[src/rtl/uart_rx_fifo.sv]
// uart_rx_fifo: oversampled UART receiver with optional parity checking and a
// first-word-fall-through receive FIFO with sticky error reporting.
// Build option: define UART_RX_MAJORITY_EN to take each bit as a 2-of-3 majority
// of samples at os = target-1, target, target+1. The decision moves one tick later.
module uart_rx_fifo #(
    parameter int unsigned CLK_DIV     = 27,
    parameter int unsigned OVERSAMPLE  = 16,
    parameter int unsigned DATA_BITS   = 8,
    parameter int unsigned PARITY_MODE = 0,
    parameter int unsigned FIFO_DEPTH  = 16
) (
    input  logic                            clk,
    input  logic                            Rst,
    input  logic                            rx_in,
    input  logic                            rd_en,
    input  logic                            clr_err,
    output logic [DATA_BITS-1:0]            rd_data,
    output logic                            empty,
    output logic                            full,
    output logic [$clog2(FIFO_DEPTH+1)-1:0] count,
    output logic                            frame_err,
    output logic                            parity_err,
    output logic                            overrun
);
    localparam int unsigned DivW  = (CLK_DIV > 1) ? $clog2(CLK_DIV) : 1;
    localparam int unsigned OsW   = $clog2(OVERSAMPLE + 1);
    localparam int unsigned BitW  = $clog2(DATA_BITS + 1);
    localparam int unsigned AddrW = $clog2(FIFO_DEPTH);
    localparam int unsigned CntW  = $clog2(FIFO_DEPTH + 1);

    localparam logic [OsW-1:0] HalfPt = OsW'(OVERSAMPLE / 2 - 1);
    localparam logic [OsW-1:0] FullPt = OsW'(OVERSAMPLE - 1);
    localparam logic           OddPar = (PARITY_MODE == 2);
`ifdef UART_RX_MAJORITY_EN
    // The decision lands one tick past the bit centre; restarting at 1 keeps the
    // next centre exactly OVERSAMPLE ticks after this one.
    localparam logic [OsW-1:0] OsRestart = OsW'(1);
`else
    localparam logic [OsW-1:0] OsRestart = OsW'(0);
`endif

    typedef enum logic [2:0] {StIdle, StStart, StData, StParity, StStop} state_e;

    state_e               state_q, state_d;
    logic [DivW-1:0]      div_q, div_d;
    logic [1:0]           sync_q;
    logic [OsW-1:0]       os_q, os_d, target;
    logic [BitW-1:0]      bit_q, bit_d;
    logic [DATA_BITS-1:0] shift_q, shift_d;
    logic                 par_bad_q, par_bad_d;
    logic                 tick, rx_s, samp_now, samp_val;
    logic                 push, set_ferr, set_perr;
    logic                 ferr_q, perr_q, ovr_q;
    logic [CntW-1:0]      wr_q, rd_q;
    logic                 do_push, do_pop;
    logic [DATA_BITS-1:0] mem_q [FIFO_DEPTH];

    assign rx_s   = sync_q[1];
    assign target = (state_q == StStart) ? HalfPt : FullPt;

    // Free-running oversample tick divider.
    always_comb begin
        tick  = (div_q == DivW'(CLK_DIV - 1));
        div_d = tick ? '0 : div_q + DivW'(1);
    end

`ifdef UART_RX_MAJORITY_EN
    logic [1:0] maj_q;

    // Capture the two early votes; the third is the live line at the decision tick.
    always_ff @(posedge clk or posedge Rst) begin
        if (Rst) begin
            maj_q <= 2'b11;
        end else if (tick) begin
            if (os_q == target - OsW'(1)) maj_q[0] <= rx_s;
            if (os_q == target)           maj_q[1] <= rx_s;
        end
    end

    assign samp_now = tick && (os_q == target + OsW'(1));
    assign samp_val = (maj_q[0] & maj_q[1]) | (maj_q[0] & rx_s) | (maj_q[1] & rx_s);
`else
    assign samp_now = tick && (os_q == target);
    assign samp_val = rx_s;
`endif

    // Receive FSM next-state: frame the bits and decide push/discard at mid-stop.
    always_comb begin
        state_d   = state_q;
        os_d      = tick ? os_q + OsW'(1) : os_q;
        bit_d     = bit_q;
        shift_d   = shift_q;
        par_bad_d = par_bad_q;
        push      = 1'b0;
        set_ferr  = 1'b0;
        set_perr  = 1'b0;
        case (state_q)
            StIdle: begin
                if (tick && !rx_s) begin
                    state_d = StStart;
                    os_d    = '0;
                end
            end
            StStart: begin
                if (samp_now) begin
                    if (samp_val) begin
                        state_d = StIdle;  // glitch, not a start bit
                    end else begin
                        state_d   = StData;
                        os_d      = OsRestart;
                        bit_d     = '0;
                        par_bad_d = 1'b0;
                    end
                end
            end
            StData: begin
                if (samp_now) begin
                    shift_d = {samp_val, shift_q[DATA_BITS-1:1]};
                    os_d    = OsRestart;
                    if (bit_q == BitW'(DATA_BITS - 1)) begin
                        state_d = (PARITY_MODE != 0) ? StParity : StStop;
                    end else begin
                        bit_d = bit_q + BitW'(1);
                    end
                end
            end
            StParity: begin
                if (samp_now) begin
                    par_bad_d = samp_val != ((^shift_q) ^ OddPar);
                    os_d      = OsRestart;
                    state_d   = StStop;
                end
            end
            StStop: begin
                if (samp_now) begin
                    state_d = StIdle;
                    if (!samp_val)     set_ferr = 1'b1;
                    else if (par_bad_q) set_perr = 1'b1;
                    else               push     = 1'b1;
                end
            end
            default: state_d = StIdle;
        endcase
    end

    // FIFO status and first-word-fall-through head.
    always_comb begin
        empty   = (wr_q == rd_q);
        full    = (wr_q[AddrW-1:0] == rd_q[AddrW-1:0]) && (wr_q[AddrW] != rd_q[AddrW]);
        count   = wr_q - rd_q;
        do_pop  = rd_en && !empty;
        do_push = push && (!full || do_pop);
        rd_data = empty ? '0 : mem_q[rd_q[AddrW-1:0]];
    end

    // Receiver, FIFO pointer and sticky flag state.
    always_ff @(posedge clk or posedge Rst) begin
        if (Rst) begin
            sync_q    <= 2'b11;
            div_q     <= '0;
            state_q   <= StIdle;
            os_q      <= '0;
            bit_q     <= '0;
            shift_q   <= '0;
            par_bad_q <= 1'b0;
            wr_q      <= '0;
            rd_q      <= '0;
            ferr_q    <= 1'b0;
            perr_q    <= 1'b0;
            ovr_q     <= 1'b0;
        end else begin
            sync_q    <= {sync_q[0], rx_in};
            div_q     <= div_d;
            state_q   <= state_d;
            os_q      <= os_d;
            bit_q     <= bit_d;
            shift_q   <= shift_d;
            par_bad_q <= par_bad_d;
            if (do_push) wr_q <= wr_q + CntW'(1);
            if (do_pop)  rd_q <= rd_q + CntW'(1);
            // Set beats a coincident clear.
            if (set_ferr)     ferr_q <= 1'b1;
            else if (clr_err) ferr_q <= 1'b0;
            if (set_perr)     perr_q <= 1'b1;
            else if (clr_err) perr_q <= 1'b0;
            if (push && full && !do_pop) ovr_q <= 1'b1;
            else if (clr_err)            ovr_q <= 1'b0;
        end
    end

    // FIFO storage; not reset, only read while non-empty.
    always_ff @(posedge clk) begin
        if (do_push) mem_q[wr_q[AddrW-1:0]] <= shift_q;
    end

    assign frame_err  = ferr_q;
    assign parity_err = perr_q;
    assign overrun    = ovr_q;

endmodule

[config.mk]
export PLATFORM = sky130hd
export DESIGN_NAME = uart_rx_fifo
export DESIGN_NICKNAME = d
export VERILOG_FILES = /design/src/rtl/uart_rx_fifo.sv
export SDC_FILE = /design/constraint.sdc
export NUM_CORES = 1
export LEC_CHECK = 0
export ABC_AREA = 1
export BUFFER_PORTS_ARGS = -buffer_cell sky130_fd_sc_hd__buf_2
export CAP_MARGIN = 15
export CORE_MARGIN = 2
export CORE_UTILIZATION = 62
export CTS_CLUSTER_SIZE = 40
export DETAILED_ROUTE_END_ITERATION = 8
export GPL_TIMING_DRIVEN = 1
export PLACE_DENSITY_LB_ADDON = 0.3
export SLEW_MARGIN = 20
export SYNTH_ARGS = -nofsm -noshare
export SYNTH_HDL_FRONTEND = slang
export SYNTH_SLANG_ARGS = --single-unit
[constraint.sdc]
create_clock -name clk -period 3 [get_ports clk]
set_input_delay 0 -clock clk [delete_from_list [all_inputs] [get_ports clk]]
set_output_delay 0 -clock clk [all_outputs]
set_load 0.02 [all_outputs]
# Word-level counts from Yosys, hierarchy flattened

Memory sizes are Yosys's and may differ from the RTL's.
Cells that the tools add are included.

Multiplexer cells: 43
Reductions and logical operators: 24
Add/sub/neg operators: 6
Equality and inequality tests: 19

Operators with widths:

| operator              | count |
|---|---|
| $mux W5               | 6 |
| $add A5 B1 Y5 const B | 4 |
| $mux W1               | 20 |
| $mux W4               | 5 |
| $mux W3               | 6 |
| $ne A2 B2 Y1 const B  | 8 |
| $pmux W3 S5           | 1 |
| $pmux W5 S3           | 1 |
| $reduce_bool A2 Y1    | 5 |
| $mux W8               | 1 |
| $pmux W4 S2           | 1 |
| $reduce_xor A8 Y1     | 1 |
| $logic_and A1 B1 Y1   | 7 |
| $eq A3 B2 Y1 const B  | 2 |
| $reduce_and A6 Y1     | 1 |
| $eq A5 B4 Y1          | 1 |
| $eq A5 B5 Y1          | 1 |
| $eq A5 B5 Y1 const B  | 1 |
| $reduce_and A5 Y1     | 1 |
| $sub A5 B5 Y5         | 1 |
| $add A4 B1 Y4 const B | 1 |
| $eq A4 B3 Y1 const B  | 1 |
| $eq A4 B4 Y1          | 1 |
| $logic_not A1 Y1      | 4 |
| other kinds (10)      | 11 |

Bits in writable memories: 128
Output and inout bits: 18
Memories: 1
Register bits: 41

Memories:

| memory | depth | bits a word | rd ports | clocked after memory_dff | write ports | line | source |
|---|---|---|---|---|---|---|---|
| mem_q  | 16    | 8           | 1        | 0                        | 1           | 56   | `logic [DATA_BITS-1:0] mem_q [FIFO_DEPTH];` |

# Longest topological paths before layout

Depth in word-level cells: 9
Depth in mapped cells: 14
Gate-level depth less buffers: 14

# Least setup slack after synthesis

OpenSTA, ideal clock, no wires.

Kind: reg2reg
Start: register rd_q[1]
End: memory mem_q[0][0], enable pin
Required time: 2.630 ns
Library setup time: 0.370 ns
Arrival: 1.982 ns
Path buffers: 1
Setup slack: 0.648 ns
Cell stages (with the launch flop): 11
Path through: dfrtp_1 -> inv_1 -> clkbuf_1 -> ha_1 -> nand2_1 -> nor2_1 -> nand2_1 -> nor2_2 -> nor2_8 -> nand2_1 -> nor2_1

Cells in the longest elaborated chain, start to end: 7
Elaborated cells on any way between the ends: 10
Those cells by class: 2 x eq/ne; 2 x mux; 6 x reduce/logical

RTL lines:

| element                                                 | line     | source |
|---|---|---|
| start, declared                                         | 54       | `logic [CntW-1:0] wr_q, rd_q;` |
| start signal, assigned                                  | 180      | `if (do_pop) rd_q <= rd_q + CntW'(1);` |
| $eq A5 B5 Y1 or $eq A4 B4 Y1 (tied branches)            | 148, 149 |  |
| $logic_not A1 Y1 or $logic_and A1 B1 Y1 (tied branches) | 151, 149 |  |
| $logic_and A1 B1 Y1 or $logic_not A1 Y1 (tied branches) | 151, 152 |  |
| $logic_or A1 B1 Y1 *                                    | 152      | `do_push = push && (!full \|\| do_pop);` |
| $logic_and A1 B1 Y1 *                                   | 152      |  |
| $mux W1 *                                               | 193      | `if (do_push) mem_q[wr_q[AddrW-1:0]] <= shift_q;` |
| $mux W1 (not written as such) *                         | 193      |  |
| end, declared                                           | 56       |  |

Every way passes the cells marked *; elsewhere a longest branch is shown, timed or not.

# Worst setup path after layout

Start: register rd_q[0]
End: output rd_data[3]

Cells in the longest elaborated chain, start to end: 2
Elaborated cells on any way between the ends: 3
Those cells by class: 1 x eq/ne; 1 x mux; 1 x memory

RTL lines:

| element                                        | line | source |
|---|---|---|
| $mem_v2 Z16 W8 or $eq A5 B5 Y1 (tied branches) | n/a  |  |
| $mux W8 *                                      | 153  | `rd_data = empty ? '0 : mem_q[rd_q[AddrW-1:0]];` |
| end, declared                                  | 17   | `output logic [DATA_BITS-1:0] rd_data,` |

Marked as above.

==> metrics <==
vias in the first global route 5159; Reg-to-Reg End mem_q[0][2]$_DFFE_PP_; CP Capture Point rd_data[3]; cell mode on critical path buf_4; crit path buf inv count 4; first-pass GRT wire length 27280 um; P_leak 0.003611 uW; synth cell count leaders edfxtp_1 (128), nor2_1 (115), nand2_1 (95); worst path required time 3.00 ns; Net Count, Synth 706; Cell Rows 40; Clock Sinks 169; Top delay family on crit path buffers and inverters; M3 GR Usage 0.06164; clock skew 0.006928 ns; Hold Path Class input pin to flip-flop; initial core utilization 0.6280; most frequent cell after synthesis edfxtp_1; crit path kind flip-flop to primary output; Area contributors post-synth edfxtp_1 (51%), dfrtp_1 (13%), nor2_1 (5.8%); initial drt markers 644; Critical R2R Launch rd_q[3]$_DFFE_PP0P_; WP data arrival 2.83 ns; worst path cell trace buf_4, inv_1, buf_4, o21ai_0, o211ai_1, nand3_1, a21oi_1, buf_2; initial antenna violation count 0; Crit. path cell count 8; crit end category primary output; H-tree Lvls 4; total CTS buffers 17; met2 usage 0.4607; CTS resizes 0; final WL 17120 um; clock tree buffer depth 2; Seq/Total Area, Yosys 0.6513; Syn Area/Cell 10.89 um2; CP startpoint rd_q[0]$_DFFE_PP0P_; die area 12960 um2; worst slew pin tran 0.9600 ns; Setup crit start kind flip-flop; vias per inst 5.966; via count 5286; leading area contributor after synthesis edfxtp_1; share of layout cells above drive strength 1 0.1218; core box area 11910 um2; Final ANT Viol Nets 0; global route overflow 0; total number of yosys warnings 0; hold slack final 0.2505 ns; ys async rst share 0.2426; Setup Buffers After CTS 0; share of the synthesized area in the top cell type 0.5138; Mapped Cells 687; Distinct cells, synth 32; Post-Syn Area 7481 um2; Worst IR Drop VDD 648.4 uV; hold_buf cts 5; Die Y-Extent 113.8 um; Tot GR Track Use 0.2837; Pre-Repair DR Iteration Count 5; DRC Markers 0; fin crit share 0.9449; RSZ-0062 raised after global routing no; Max stage delay on crit path 0.49 ns; status finished, final reports clean; Slew headroom 0.3593; crit-path max FO 67; Chip Width 113.8 um; # setup viols final 0; I/O pin cnt 23; Clk Latency, worst-skew pair 0.42 ns; diode count 0; reg2reg setup slack 0.43 ns; flip-flop and latch area 4873 um2; Period minus WS final 2.835 ns; Fin. Hold Viols 0; GRT busiest layer met2; nets 745; Root Buffer clkbuf_16; RD Place Congestion 0.9501; met1 usage 0.3927; Final Slew Violations 0; PwrDens 867.0 nW/um2; slowest CP cell buf_4; number of synthesized register bits 169; Fin Setup TNS 0 ns; port bufs 22; clk slew on worst S/H paths 0.06 ns; synthesis-to-layout area growth 12.38%; wire per inst 19.32 um; max-cap viol count 0; FMAX 352.8 MHz; Top FF cell, synth edfxtp_1; CTS tree yes; area occupied by multi-input gates 2273 um2; Layout fillers 827; R2R cell count 9; largest net degree at the start of global routing 68; post-DP HPWL 11480 um; Post-synth EDFFs 128
[state kept, by name, indices dropped and copies added, names as in the netlist]
signal	cells
div_q	5
rd_q	5
os_q	5
sync_q	2
wr_q	5
parity_err	1
frame_err	1
mem_q	128
par_bad_q	1
shift_q	8
state_q	3
overrun	1
bit_q	4
[worst min-delay path by stage]
| stage | startpoint | end | cells after the start |
|---|---|---|---|
| 2_1_floorplan | rx_in | sync_q[0]$_DFF_PP1_ | 0 |
| 3_3_place_gp | rx_in | sync_q[0]$_DFF_PP1_ | 1 |
| 3_5_place_dp | rx_in | sync_q[0]$_DFF_PP1_ | 1 |
| 4_1_cts | rx_in | sync_q[0]$_DFF_PP1_ | 2 |
| 5_1_grt | rx_in | sync_q[0]$_DFF_PP1_ | 2 |
| 6_report | rx_in | sync_q[0]$_DFF_PP1_ | 2 |
[stage by stage]
stage,util,std cells,total power (uW),area [um2],worst slack (ns)
after floorplan,-,687,4505,7481,0.6478
after CTS,0.7058,886,7275,8407,0.2168
after global placement,0.6546,849,5163,7797,0.5459
after detailed placement,0.6546,849,5190,7797,0.4382
final,0.7058,886,7289,8407,0.1652
after global routing,0.7058,886,7676,8407,0.007686
[per-layer routing]
metal	wire length (um)	up-vias
met1	7081	2552
met4	298	0
met2	8282	258
li1	-	2445
met5	0	-
met3	1453	31
[area by class of cell]
class,count,area share
timing repair buffer,43,0.03334
inverter,63,0.02813
sequential,169,0.5797
clock buffer,25,0.05537
multi-input combinational,432,0.2704
clock inverter,7,0.01116
tap,147,0.02188
[cells in the final DEF (no fill, tap or decap), types with 2 or more instances in the layout]
| cell | count |
|---|---|
| clkbuf_1 | 7 |
| inv_1 | 54 |
| mux2_2 | 3 |
| clkinv_1 | 3 |
| a21oi_1 | 12 |
| xnor2_1 | 8 |
| ha_1 | 13 |
| nor2_1 | 115 |
| nor3_1 | 3 |
| nand4_1 | 10 |
| nand3_1 | 25 |
| clkinv_2 | 2 |
| buf_2 | 22 |
| dlygate4sd3_1 | 5 |
| dfstp_2 | 2 |
| clkinvlp_4 | 2 |
| o211ai_1 | 16 |
| nand2_1 | 95 |
| buf_4 | 16 |
| nand2_2 | 3 |
| edfxtp_1 | 128 |
| o21ai_0 | 72 |
| o22ai_1 | 19 |
| xor2_1 | 14 |
| dfrtp_1 | 38 |
| o21ai_1 | 10 |
| inv_2 | 6 |
| clkbuf_16 | 17 |
| nor2_4 | 3 |
| nor2_2 | 3 |
| bufinv_16 | 2 |
| nand3_2 | 2 |
[logic make-up after synthesis]
| logic type | count (synthesis) | share of synthesized area |
|---|---|---|
| multiplexers | 4 | 0.005854 |
| adder cells (fa/ha/maj) | 14 | 0.02442 |
| XOR/XNOR | 22 | 0.02576 |
| AND/OR/NAND/NOR | 262 | 0.1519 |
| AO/OA/AOI/OAI | 130 | 0.09600 |
| flip-flops | 169 | 0.6513 |
| buffers and inverters | 86 | 0.04482 |
[report_power, final]
group	internal (uW)	leakage, uW	switching, uW
Sequential	2570	0.00201	73.6
Clock	1250	0.000265	835
Combinational	812	0.00133	1750
Total	4630	0.00361	2660
[worst register-to-register path, cell delays in order, from the launching register on]
cell	delay, ns
dfrtp_1	0.41
inv_2	0.17
ha_1	0.31
nand2_1	0.09
nor2_1	0.06
nand2_1	0.10
nor2_2	0.08
nor2_8	0.18
nand2_1	0.23
nor2_1	0.59
No activity file was read; power rests on OpenSTA's default activity.
